File: config.mk
export PLATFORM = sky130hd
export DESIGN_NAME = uart_tx_buf
export DESIGN_NICKNAME = d
export VERILOG_FILES = /design/src/rtl/uart_pkg.sv /design/src/rtl/byte_fifo.sv /design/src/rtl/uart_tx_buf.sv
export SDC_FILE = /design/constraint.sdc
export NUM_CORES = 1
export LEC_CHECK = 0
export ABC_AREA = 1
export BUFFER_PORTS_ARGS = -buffer_cell sky130_fd_sc_hd__buf_2
export CAP_MARGIN = 20
export CORE_AREA = 4 4 115 117
export CTS_BUF_LIST = sky130_fd_sc_hd__clkbuf_2 sky130_fd_sc_hd__clkbuf_4 sky130_fd_sc_hd__clkbuf_8
export DETAILED_ROUTE_END_ITERATION = 7
export DIE_AREA = 0 0 119 121
export HOLD_SLACK_MARGIN = 0.05
export PLACE_DENSITY = 0.8
export RECOVER_POWER = 100
export SYNTH_ARGS = -nofsm -noshare
export SYNTH_HDL_FRONTEND = slang
export SYNTH_HIERARCHICAL = 1
export SYNTH_SLANG_ARGS = --single-unit
File: constraint.sdc
create_clock -name i_clk -period 3.65 [get_ports i_clk]
set_input_delay 0.1825 -clock i_clk [delete_from_list [all_inputs] [get_ports i_clk]]
set_output_delay 0.1825 -clock i_clk [all_outputs]
set_load 0.02 [all_outputs]
File: src/rtl/uart_pkg.sv
// rtl/uart_pkg.sv - UART types and helpers shared by the transmit and receive paths
package uart_pkg;

  typedef enum logic [2:0] {
    IDLE,
    START,
    DATA,
    PARITY,
    STOP
  } tx_state_t;

  // Whole system clocks per serial bit; the fraction is dropped.
  function automatic int clks_per_bit(input int clk_hz, input int baud);
    return clk_hz / baud;
  endfunction

endpackage

File: src/rtl/byte_fifo.sv
// rtl/byte_fifo.sv - synchronous FIFO with wrap-bit pointers and occupancy count
module byte_fifo
#(
  parameter int DEPTH  = 16,
  parameter int D_BITS = 8
)
(
  input  logic                     clk_i,
  input  logic                     rst_i,
  input  logic                     push_i,
  input  logic [D_BITS-1:0]        data_i,
  input  logic                     pop_i,
  output logic [D_BITS-1:0]        data_o,
  output logic                     full_o,
  output logic                     empty_o,
  output logic [$clog2(DEPTH):0]   count_o
);

  localparam int AW = $clog2(DEPTH);

  logic [AW:0]        wr_ptr_q, wr_ptr_d;
  logic [AW:0]        rd_ptr_q, rd_ptr_d;
  logic [D_BITS-1:0]  mem_q [DEPTH];
  logic               do_push;
  logic               do_pop;

  // Pointers carry one extra wrap bit so full and empty are distinguishable.
  assign full_o  = (wr_ptr_q[AW] != rd_ptr_q[AW]) && (wr_ptr_q[AW-1:0] == rd_ptr_q[AW-1:0]);
  assign empty_o = (wr_ptr_q == rd_ptr_q);
  assign count_o = wr_ptr_q - rd_ptr_q;
  assign data_o  = mem_q[rd_ptr_q[AW-1:0]];

  assign do_push = push_i && !full_o;
  assign do_pop  = pop_i && !empty_o;

  // Next pointer values: advance only on an accepted push or pop.
  always_comb begin
    wr_ptr_d = wr_ptr_q + (AW+1)'(do_push);
    rd_ptr_d = rd_ptr_q + (AW+1)'(do_pop);
  end

  // Pointer registers; clearing them flushes the contents.
  always_ff @(posedge clk_i) begin
    if (rst_i) begin
      wr_ptr_q <= '0;
      rd_ptr_q <= '0;
    end else begin
      wr_ptr_q <= wr_ptr_d;
      rd_ptr_q <= rd_ptr_d;
    end
  end

  // Storage write; no reset needed since the pointers define validity.
  always_ff @(posedge clk_i) begin
    if (do_push) begin
      mem_q[wr_ptr_q[AW-1:0]] <= data_i;
    end
  end

endmodule

File: src/rtl/uart_tx_buf.sv
// rtl/uart_tx_buf.sv - buffered UART transmitter; UART_TX_PARITY_EN adds an even parity bit
module uart_tx_buf
  import uart_pkg::*;
#(
  parameter int clk_speed = 100_000000,
  parameter int baudrate  = 921600,
  parameter int D_BITS    = 8,
  parameter int SP_BITS   = 1,
  parameter int DEPTH     = 16
)
(
  input  logic                    i_clk,
  input  logic                    reset,
  input  logic [D_BITS-1:0]       i_data,
  input  logic                    i_valid,
  output logic                    o_rdy,
  output logic                    o_tx,
  output logic                    o_busy,
  output logic                    o_tx_done,
  output logic [$clog2(DEPTH):0]  o_count
);

  localparam int CPB   = clks_per_bit(clk_speed, baudrate);
  localparam int CNT_W = $clog2(CPB);
  localparam int BIT_W = $clog2(D_BITS) + 1;

  localparam logic [CNT_W-1:0] BAUD_LAST = CNT_W'(CPB - 1);
  localparam logic [BIT_W-1:0] DATA_LAST = BIT_W'(D_BITS - 1);
  localparam logic [BIT_W-1:0] STOP_LAST = BIT_W'(SP_BITS - 1);

  tx_state_t          state_q, state_d;
  logic [CNT_W-1:0]   baud_q, baud_d;
  logic [BIT_W-1:0]   bit_q, bit_d;
  logic [D_BITS-1:0]  shift_q, shift_d;
  logic               tx_q, tx_d;
`ifdef UART_TX_PARITY_EN
  logic               par_q, par_d;
`endif

  logic               fifo_push;
  logic               fifo_pop;
  logic               fifo_full;
  logic               fifo_empty;
  logic [D_BITS-1:0]  fifo_dout;
  logic               done;

  assign o_rdy     = !fifo_full && !reset;
  assign fifo_push = i_valid && o_rdy;
  assign o_tx      = tx_q;
  assign o_busy    = (state_q != IDLE) || (o_count != '0);
  assign o_tx_done = done && !reset;

  byte_fifo #(
    .DEPTH  (DEPTH),
    .D_BITS (D_BITS)
  ) u_fifo (
    .clk_i   (i_clk),
    .rst_i   (reset),
    .push_i  (fifo_push),
    .data_i  (i_data),
    .pop_i   (fifo_pop),
    .data_o  (fifo_dout),
    .full_o  (fifo_full),
    .empty_o (fifo_empty),
    .count_o (o_count)
  );

  // Frame sequencer: each bit lasts CPB clocks; the line value is registered in tx_q.
  always_comb begin
    state_d  = state_q;
    baud_d   = baud_q;
    bit_d    = bit_q;
    shift_d  = shift_q;
    tx_d     = tx_q;
    fifo_pop = 1'b0;
    done     = 1'b0;
`ifdef UART_TX_PARITY_EN
    par_d    = par_q;
`endif
    case (state_q)
      IDLE: begin
        tx_d = 1'b1;
        if (!fifo_empty) begin
          fifo_pop = 1'b1;
          shift_d  = fifo_dout;
`ifdef UART_TX_PARITY_EN
          par_d    = ^fifo_dout;
`endif
          tx_d     = 1'b0;
          baud_d   = '0;
          state_d  = START;
        end
      end
      START: begin
        if (baud_q == BAUD_LAST) begin
          baud_d  = '0;
          bit_d   = '0;
          tx_d    = shift_q[0];
          state_d = DATA;
        end else begin
          baud_d = baud_q + 1'b1;
        end
      end
      DATA: begin
        if (baud_q == BAUD_LAST) begin
          baud_d = '0;
          if (bit_q == DATA_LAST) begin
            bit_d   = '0;
`ifdef UART_TX_PARITY_EN
            tx_d    = par_q;
            state_d = PARITY;
`else
            tx_d    = 1'b1;
            state_d = STOP;
`endif
          end else begin
            bit_d   = bit_q + 1'b1;
            shift_d = shift_q >> 1;
            tx_d    = shift_q[1];
          end
        end else begin
          baud_d = baud_q + 1'b1;
        end
      end
      PARITY: begin
`ifdef UART_TX_PARITY_EN
        if (baud_q == BAUD_LAST) begin
          baud_d  = '0;
          bit_d   = '0;
          tx_d    = 1'b1;
          state_d = STOP;
        end else begin
          baud_d = baud_q + 1'b1;
        end
`else
        state_d = IDLE;
`endif
      end
      STOP: begin
        if (baud_q == BAUD_LAST) begin
          baud_d = '0;
          if (bit_q == STOP_LAST) begin
            // Last stop clock: report completion and chain straight into the next frame.
            done  = 1'b1;
            bit_d = '0;
            if (!fifo_empty) begin
              fifo_pop = 1'b1;
              shift_d  = fifo_dout;
`ifdef UART_TX_PARITY_EN
              par_d    = ^fifo_dout;
`endif
              tx_d     = 1'b0;
              state_d  = START;
            end else begin
              tx_d    = 1'b1;
              state_d = IDLE;
            end
          end else begin
            bit_d = bit_q + 1'b1;
          end
        end else begin
          baud_d = baud_q + 1'b1;
        end
      end
      default: begin
        tx_d    = 1'b1;
        state_d = IDLE;
      end
    endcase
  end

  // Sequencer registers; reset abandons any frame and idles the line high.
  always_ff @(posedge i_clk) begin
    if (reset) begin
      state_q <= IDLE;
      baud_q  <= '0;
      bit_q   <= '0;
      shift_q <= '0;
      tx_q    <= 1'b1;
`ifdef UART_TX_PARITY_EN
      par_q   <= 1'b0;
`endif
    end else begin
      state_q <= state_d;
      baud_q  <= baud_d;
      bit_q   <= bit_d;
      shift_q <= shift_d;
      tx_q    <= tx_d;
`ifdef UART_TX_PARITY_EN
      par_q   <= par_d;
`endif
    end
  end

endmodule

==> results.cfg, run 1 <==
[sta]
setup-violations-final = 0
drv_slew = 0
fin_crit_ps = 2940
hold_ws_ps = 115
max_slew_margin_pct = 30.7
fin_worst_skew_ps = 16.0
post-route-period-util_pct = 80.6
tightest_slew_ps = 1040
final_hold_viol_count = 0
rsz0062_at_grt = false
clock.fmax_ghz = 0.340
setup_slack_ps = 709
fin_tns_setup_ps = 0

[cts]
clock-sinks = 161
post-cts-setup-buffer-count = 0
cts_root_buf = clkbuf_8
clock_latency_ps = 480
numCtsBuffers = 17
ctsHoldBuffers = 0
htreeDepth = 4
cts_buffer_depth = 2
path_clk_slew_ps = 90
cts_resized = 0
cts_tree = built

[yosys]
synth-simple-area-share_pct = 26.5
synth_xor_xnor_area_share_pct = 1.11
synth_cells = 883
ys_warn_count = 6
ys_ff_latch = 161
syn_nets = 906
synth_area_um2 = 7770
syn_avg_cell_area_um2 = 8.80
synth_mux_area_share_pct = 0
yosysSeqAreaShare_pct = 57.9
yosysUniqueCellTypes = 34
synth_top_family_by_area = simple AND/OR/NAND/NOR gates
synth_compound_area_share_pct = 1.80
synth_adder_area_share_pct = 2.03

[final_layout]
final_core_util_pct = 66.6
final-instance-count-excl-fill = 1082
fillCellCount = 955
design_area_um2 = 8230
area_growth_syn_to_layout_pct = 5.86
diodes = 0
drive_gt1_share_pct = 5.71
fin_nets = 921

[placed_design]
preCtsSetupSlack_ps = 788
dp_hpwl_um = 11100
place_area_um2 = 7930
dp.cells = 1051
io_buffers = 19
place_congestion = 0.927

[setup_path]
start_kind = flop
cp_common_cell = nor2_1
path_class = reg2reg
path_cells = clkinv_1 -> ha_1 -> nand2_1 -> nor2_1 -> inv_1 -> nor2_1 -> nor3b_1 -> inv_1 -> nor2_8 -> nand2_1 -> nor2_1
rr_worst_depth = 11
endpoint_kind = flop
cp.depth = 11
crit_fanout = 9
cp_slowest_cell = nor2_1
cp-startpoint = u_fifo/rd_ptr_q[2]
cp.arrival_ps = 3050
r2r-end = u_fifo/mem_q[12][0]
cp_top_family = simple AND/OR/NAND/NOR gates
worstSetupEndpoint = u_fifo/mem_q[12][0]
r2r_slack_ps = 710
path_buf_inv = 3
crit_path_max_incr_delay_ps = 530
cp.required_ps = 3760
r2r_start = u_fifo/rd_ptr_q[2]

[grt]
use_met3_pct = 5.97
grtUsageMet1_pct = 32.0
grt_use_total_pct = 24.8
grt_max_degree = 66
globalRoute.busiestLayer = met2
grt_use_met2_pct = 40.4
grt_pass1_vias = 5396
antenna_found_initial = 0
grt_pass1_wl_um = 27100
grt-ovfl-total = 0

[routing]
drtPass1Iterations = 7
detail-route-antenna-nets = 0
drc = 0
via_per_inst = 5.28
routed_wl_um = 17000
post_drt_wl_per_cell_um = 15.7
drt_iter0_markers = 717
via_count = 5715

[flow_run]
maxCapViolCount = 0

[floorplan]
die_h_um = 121
dieWidth_um = 119
coreArea_um2 = 12400
rows = 41
die-area_um2 = 14400
ios = 20
start_util_pct = 62.9

[power_and_ir_drop]
total_power_mw = 4.21
power.density_nw_per_um2 = 511
vdd_drop_max_mv = 0.357
p_leak_nw = 3.73

[status]
status = completed

[worst_hold_path]
hold_class = in2reg
-- how the worst min path moves through the flow --
stage	from	to	cells past startpoint
finish	reset	u_fifo/wr_ptr_q[2]	2
global route	reset	u_fifo/wr_ptr_q[2]	2
CTS	reset	u_fifo/wr_ptr_q[2]	2
detailed placement	shift_q[7]	shift_q[7]	2
global placement	shift_q[7]	shift_q[7]	2
floorplan	i_data[0]	u_fifo/mem_q[0][0]	0
-- logic make-up after synthesis --
kind of cell             after synthesis
AND/OR/NAND/NOR                      476
buffers and inverters                198
flip-flops                           161
AO/OA/AOI/OAI                         27
adder cells (fa/ha/maj)               12
XOR/XNOR                               9
-- registers in the layout, summed over array words and instances, names as in the netlist --
signal           cells
baud_q               7
bit_q                4
o_tx                 1
shift_q              8
state_q              3
u_fifo/mem_q       128
u_fifo/rd_ptr_q      5
u_fifo/wr_ptr_q      5
-- power by group --
part           internal (mW)  switching [mW]
registers               2.04          0.0474
clock network          0.556           0.681
logic                  0.249           0.630
-- Yosys cell counts, drive strengths merged --
master	count	share of area, %
nand2	282	14
inv	170	8.2
edfxtp	128	49
nand3	110	7.3
nor2	67	3.7
dfxtp	33	8.5
buf	24	2.2
a21oi	17	1.1
ha	11	1.8
nand4	10	0.80
o21ai	8	0.51
xor2	5	0.56
xnor2	4	0.55
clkbuf	3	0.14
or2	3	0.24
o21bai	2	0.19
clkinv	1	0.048
fa	1	0.26
nand3b	1	0.097
nor3	1	0.064
nor3b	1	0.097
nor4	1	0.081
-- layer usage --
| layer | vias to the layer above | part of all wire [%] |
|---|---|---|
| li1 | 2807 | - |
| met1 | 2598 | 41 |
| met2 | 266 | 48 |
| met3 | 44 | 8.7 |
| met4 | 0 | 2.5 |
| met5 | - | 0 |
-- final cells by class --
type	instances	area, µm²	area share, %
flip-flops and latches	161	4510	54.8
multi-input cells	524	2390	29.1
inverters	171	642	7.80
clock buffers	18	241	2.93
well taps	172	215	2.62
clock inverters	13	125	1.52
repair buffers	23	106	1.29
-- worst register-to-register path, cell delays in order (launching register included) --
cell and delay [ps]:
dfxtp_1 340, clkinv_1 220, ha_1 420, nand2_1 100, nor2_1 50, inv_1 60, nor2_1 120, nor3b_1 270
inv_1 150, nor2_8 180, nand2_1 140, nor2_1 530
-- layout by cell type (no fill, tap or decap), types with 3 or more instances in the layout --
| cell | Yosys | layout |
|---|---|---|
| inv_1 | 164 | 165 |
| nand4_1 | 10 | 10 |
| o21ai_0 | 7 | 8 |
| clkbuf_1 | 3 | 15 |
| buf_4 | 5 | 4 |
| nand2_1 | 275 | 279 |
| buf_2 | 13 | 4 |
| dfxtp_1 | 33 | 32 |
| a21oi_1 | 17 | 17 |
| nand3_1 | 106 | 109 |
| xnor2_1 | 3 | 3 |
| ha_1 | 11 | 11 |
| inv_6 | 0 | 6 |
| inv_2 | 6 | 5 |
| clkbuf_8 | 0 | 17 |
| nor2_1 | 62 | 65 |
| edfxtp_1 | 128 | 128 |
| xor2_1 | 5 | 5 |
(Power assumes the default switching activity.)
==> run 2: changes to the inputs <==
CORE_AREA = 4 4 120 122   (was 4 4 115 117)
DIE_AREA = 0 0 124 126   (was 0 0 119 121)
PLACE_DENSITY = 0.77   (was 0.8)
clock period = 2.65 ns   (was 3.65 ns; I/O delays follow)
==> results.cfg, run 2 (synthesized netlist as in run 1, its figures left out) <==
[power_and_ir_drop]
clockPowerShare_pct = 30.0
p_leak_nw = 3.92
p_switching_mw = 1.89
swShare_pct = 32.3
power.density_nw_per_um2 = 688
vdd_drop_max_mv = 0.620
share_seq_of_total_power_pct = 49.1
cellInternalPower_mw = 3.97
combPwrFrac_pct = 20.9

[final_layout]
fin_nets = 947
area_growth_syn_to_layout_pct = 9.45
fillCellCount = 1061
multi_input_area_um2 = 2450
final_core_util_pct = 64.5
diodes = 0
drive_gt1_share_pct = 10.0
regArea_um2 = 4510
final_cell_mix = nand2_1, inv_1, edfxtp_1, nand3_1, nor2_1
mostFrequentLayoutCell = nand2_1
largest_register_ffs = 128

[placed_design]
dp_hpwl_um = 10900
place_congestion = 0.859
io_buffers = 19

[sta]
post-route-period-util_pct = 94.3
setup-violations-final = 0
fin_worst_skew_ps = 14.4
max_slew_margin_pct = 35.3
fin_tns_setup_ps = 0
clock.fmax_ghz = 0.400
fin_crit_ps = 2500
final_hold_viol_count = 0
drv_slew = 0
tightest_slew_ps = 971

[routing]
drt_iter0_markers = 411
via_per_inst = 5.14
post_drt_wl_per_cell_um = 15.0
routed_wl_um = 16700
drtPass1Iterations = 5
drc = 0
via_count = 5716
detail-route-antenna-nets = 0

[setup_path]
cp_common_cell = ha_1
cp_top_family = simple AND/OR/NAND/NOR gates
r2r_start = u_fifo/rd_ptr_q[2]
start_kind = flop
cp.depth = 14
worstSetupEndpoint = u_fifo/wr_ptr_q[4]
r2r-end = u_fifo/wr_ptr_q[4]
crit_path_max_incr_delay_ps = 340
path_cells = clkinv_1 -> ha_1 -> nand2_1 -> nor2_2 -> inv_2 -> nor2_4 -> nor3b_2 -> inv_2 -> nor2_8 -> ha_1 -> ha_1 -> nand2_1 -> or2_0 -> a21oi_1
path_buf_inv = 3
cp.arrival_ps = 2890
crit_fanout = 4
path_class = reg2reg
cp-startpoint = u_fifo/rd_ptr_q[2]
r2r_slack_ps = 150
rr_worst_depth = 14
endpoint_kind = flop
cp_slowest_cell = dfxtp_1
cp.required_ps = 3050

[floorplan]
die-area_um2 = 15600
coreArea_um2 = 13200
die_h_um = 126
ios = 20
dieWidth_um = 124
start_util_pct = 58.9
rows = 42

[cts]
path_clk_slew_ps = 90
cts_buffer_depth = 2
numCtsBuffers = 17
clock-sinks = 161
cts_tree = built
clock_latency_ps = 450
cts_root_buf = clkbuf_8
htreeDepth = 4

[grt]
antenna_found_initial = 0
grt-ovfl-total = 0
grt_pass1_vias = 5322
grt_use_total_pct = 22.7
grt_pass1_wl_um = 26900
grt_max_degree = 67

[status]
status = completed

[worst_hold_path]
min_from = reset
hold_class = in2reg

[flow_run]
maxCapViolCount = 0
## run 2: changes by cell type in the layout (fill, tap and decap cells not counted), sizes merged
cell,previous run,this run
buf,8,37
clkbuf,33,30
clkinv,6,5
clkinvlp,0,1
inv,177,178
## run 2: cell type report
| cell class | instances | area share, % |
|---|---|---|
| multi-input combinational | 524 | 28.8 |
| sequential | 161 | 53.0 |
| tap | 176 | 2.59 |
| inverter | 171 | 7.54 |
| clock inverter | 14 | 1.71 |
| clock buffer | 18 | 2.84 |
| timing repair buffer | 49 | 3.59 |
## run 2: what timing repair did
action / 4_1_cts / 5_1_grt
hold endpoints to repair: 0 / 0
resized for setup: 0 / 6
hold buffers: 0 / 0
endpoints found under the setup margin: 0 / 21
setup buffers: 0 / 0
## run 2: per-stage QoR
step                      std cells  area [µm²]  worst slack (ps)  power, mW  hold WS (ps)
after floorplan                 883        7770              25.0       3.90           231
after global placement         1081        8130               163       4.16           464
after detailed placement       1081        8130               126       4.17           472
after CTS                      1113        8520              51.3       5.91          94.8
after global routing           1113        8510             -15.0       6.21           140
final                          1113        8510               152       5.86           141
## run 2: power by group through the flow
stage / clock [mW] / combinational, mW / sequential (mW)
2_1_floorplan: 0 / 0.975 / 2.93
3_3_place_gp: 0 / 1.23 / 2.93
3_5_place_dp: 0 / 1.24 / 2.93
4_1_cts: 1.79 / 1.24 / 2.88
5_1_grt: 1.92 / 1.40 / 2.89
6_report: 1.75 / 1.23 / 2.88
## run 2: how the worst min path moves through the flow
| stage | cells after the start | slack, ps | to |
|---|---|---|---|
| global placement | 2 | 460 | o_tx |
| floorplan | 0 | 230 | u_fifo/mem_q[0][0] |
| CTS | 1 | 90 | u_fifo/mem_q[8][5] |
| detailed placement | 2 | 470 | o_tx |
| global route | 3 | 140 | u_fifo/wr_ptr_q[0] |
| finish | 3 | 140 | u_fifo/wr_ptr_q[4] |
## run 2: metal layers
layer / vias up / part of all wire, % / track usage, %
met2: 174 / 48 / 36.5
met1: 2651 / 43 / 30.8
li1: 2861 / - / -
met5: - / 0 / 0
met3: 30 / 6.1 / 4.71
met4: 0 / 2.2 / 7.86
## run 2: tightest hold or removal path, stage by stage
cell and delay [ps]:
buf_2 110, buf_4 260, a21oi_1 60
==> run 3: changes to the inputs <==
CORE_AREA = 4 4 123 125   (was 4 4 120 122)
CTS_BUF_LIST = not set   (was sky130_fd_sc_hd__clkbuf_2 sky130_fd_sc_hd__clkbuf_4 sky130_fd_sc_hd__clkbuf_8)
DIE_AREA = 0 0 127 129   (was 0 0 124 126)
PLACE_DENSITY = 0.74   (was 0.77)
==> results.cfg, run 3 (synthesized netlist as in run 1, its figures left out) <==
[power_and_ir_drop]
vdd_drop_max_mv = 0.594
p_leak_nw = 3.91
power.density_nw_per_um2 = 760

[cts]
cts_resized = 0
cts_tree = built
cts_buffer_depth = 2
cts_root_buf = clkbuf_16
numCtsBuffers = 17
post-cts-setup-buffer-count = 0
clock-sinks = 161
clock_latency_ps = 430
path_clk_slew_ps = 60
ctsHoldBuffers = 0
htreeDepth = 4

[final_layout]
mostFrequentLayoutCell = nand2_1
fillCellCount = 1193
drive_gt1_share_pct = 7.58
regArea_um2 = 4510
area_growth_syn_to_layout_pct = 10.8
final-instance-count-excl-fill = 1117
largest_register_ffs = 128
fin_nets = 948
multi_input_area_um2 = 2410
final_cell_mix = nand2_1, inv_1, edfxtp_1, nand3_1, nor2_1
diodes = 0

[grt]
grt_pass1_wl_um = 27000
grt_pass1_vias = 5285
grt_max_degree = 43
grt-ovfl-total = 0
antenna_found_initial = 0
grt_use_total_pct = 21.6

[routing]
routed_wl_um = 16800
post_drt_wl_per_cell_um = 15.0
drtPass1Iterations = 6
detail-route-antenna-nets = 0
drc = 0
via_per_inst = 5.13
drt_iter0_markers = 520
via_count = 5734

[placed_design]
preCtsSetupSlack_ps = 139
dp.cells = 1086
dp_hpwl_um = 11100
place_congestion = 0.850
io_buffers = 19

[sta]
fin_crit_ps = 2460
drv_slew = 0
post-route-period-util_pct = 93.0
setup-violations-final = 0
tightest_slew_ps = 1010
rsz0062_at_grt = false
max_slew_margin_pct = 32.7
final_hold_viol_count = 0
fin_worst_skew_ps = 6.32
setup_slack_ps = 186
clock.fmax_ghz = 0.406
fin_tns_setup_ps = 0

[floorplan]
start_util_pct = 56.0
rows = 43
dieWidth_um = 127
coreArea_um2 = 13900
ios = 20
die_h_um = 129
die-area_um2 = 16400

[setup_path]
r2r_slack_ps = 190
path_class = reg2reg
cp.arrival_ps = 2540
r2r_start = u_fifo/rd_ptr_q[2]
start_kind = flop
crit_fanout = 8
cp.required_ps = 2730
endpoint_kind = flop
r2r-end = u_fifo/mem_q[10][2]
rr_worst_depth = 12

[worst_hold_path]
min_path_cells = 3
hold_class = in2reg
hold_end = u_fifo/wr_ptr_q[1]
min_from = reset

[status]
status = completed

[flow_run]
maxCapViolCount = 0
## run 3: how the worst max path moves through the flow
stage | from | endpoint | slack (ps)
after floorplan | u_fifo/rd_ptr_q[1] | u_fifo/mem_q[0][0] | 30
after global placement | u_fifo/rd_ptr_q[2] | u_fifo/wr_ptr_q[4] | 230
after detailed placement | u_fifo/rd_ptr_q[2] | u_fifo/wr_ptr_q[4] | 140
after CTS | u_fifo/rd_ptr_q[2] | u_fifo/wr_ptr_q[4] | 100
after global routing | u_fifo/rd_ptr_q[0] | shift_q[5] | 6
final | u_fifo/rd_ptr_q[2] | u_fifo/mem_q[10][2] | 190
## run 3: stage by stage
step           utilization (%)  hold WS [ps]  cell area, µm²  total power [mW]
2_1_floorplan                -           231            7770              3.90
6_report                  62.1           193            8620              6.55
5_1_grt                   62.1           216            8620              6.90
3_5_place_dp              58.7           462            8150              4.18
3_3_place_gp              58.7           460            8150              4.17
4_1_cts                   63.0           146            8740              6.63
## run 3: area by class of cell
class	instances	area share, %
multi-input combinational	524	28.0
sequential	161	52.3
clock buffer	17	4.94
timing repair buffer	50	2.80
tap	180	2.61
inverter	171	7.45
clock inverter	14	1.93
## run 3: routing by layer
metal	track usage [%]	wire length, µm
met5	0	0
met4	7.70	367
met3	5.35	1070
met2	35.6	8100
met1	28.1	7250
## run 3: where the power goes
part	switching [mW]	total, mW	leakage, nW	internal, mW
logic	0.860	1.22	2.19	0.355
clock network	1.04	2.45	0.295	1.42
registers	0.0607	2.88	1.42	2.82
total	1.96	6.55	3.91	4.59
## run 3: worst max-delay path, stage by stage, from the launching register on
cell      delay [ps]
dfxtp_1          340
clkinv_1          90
ha_1             330
nand2_1          110
nor2_2            50
inv_1             60
nor2_1            70
nor3b_2          190
inv_1            120
nor2_8           160
nand2_2          110
nor2_1           120
clkbuf_1         360
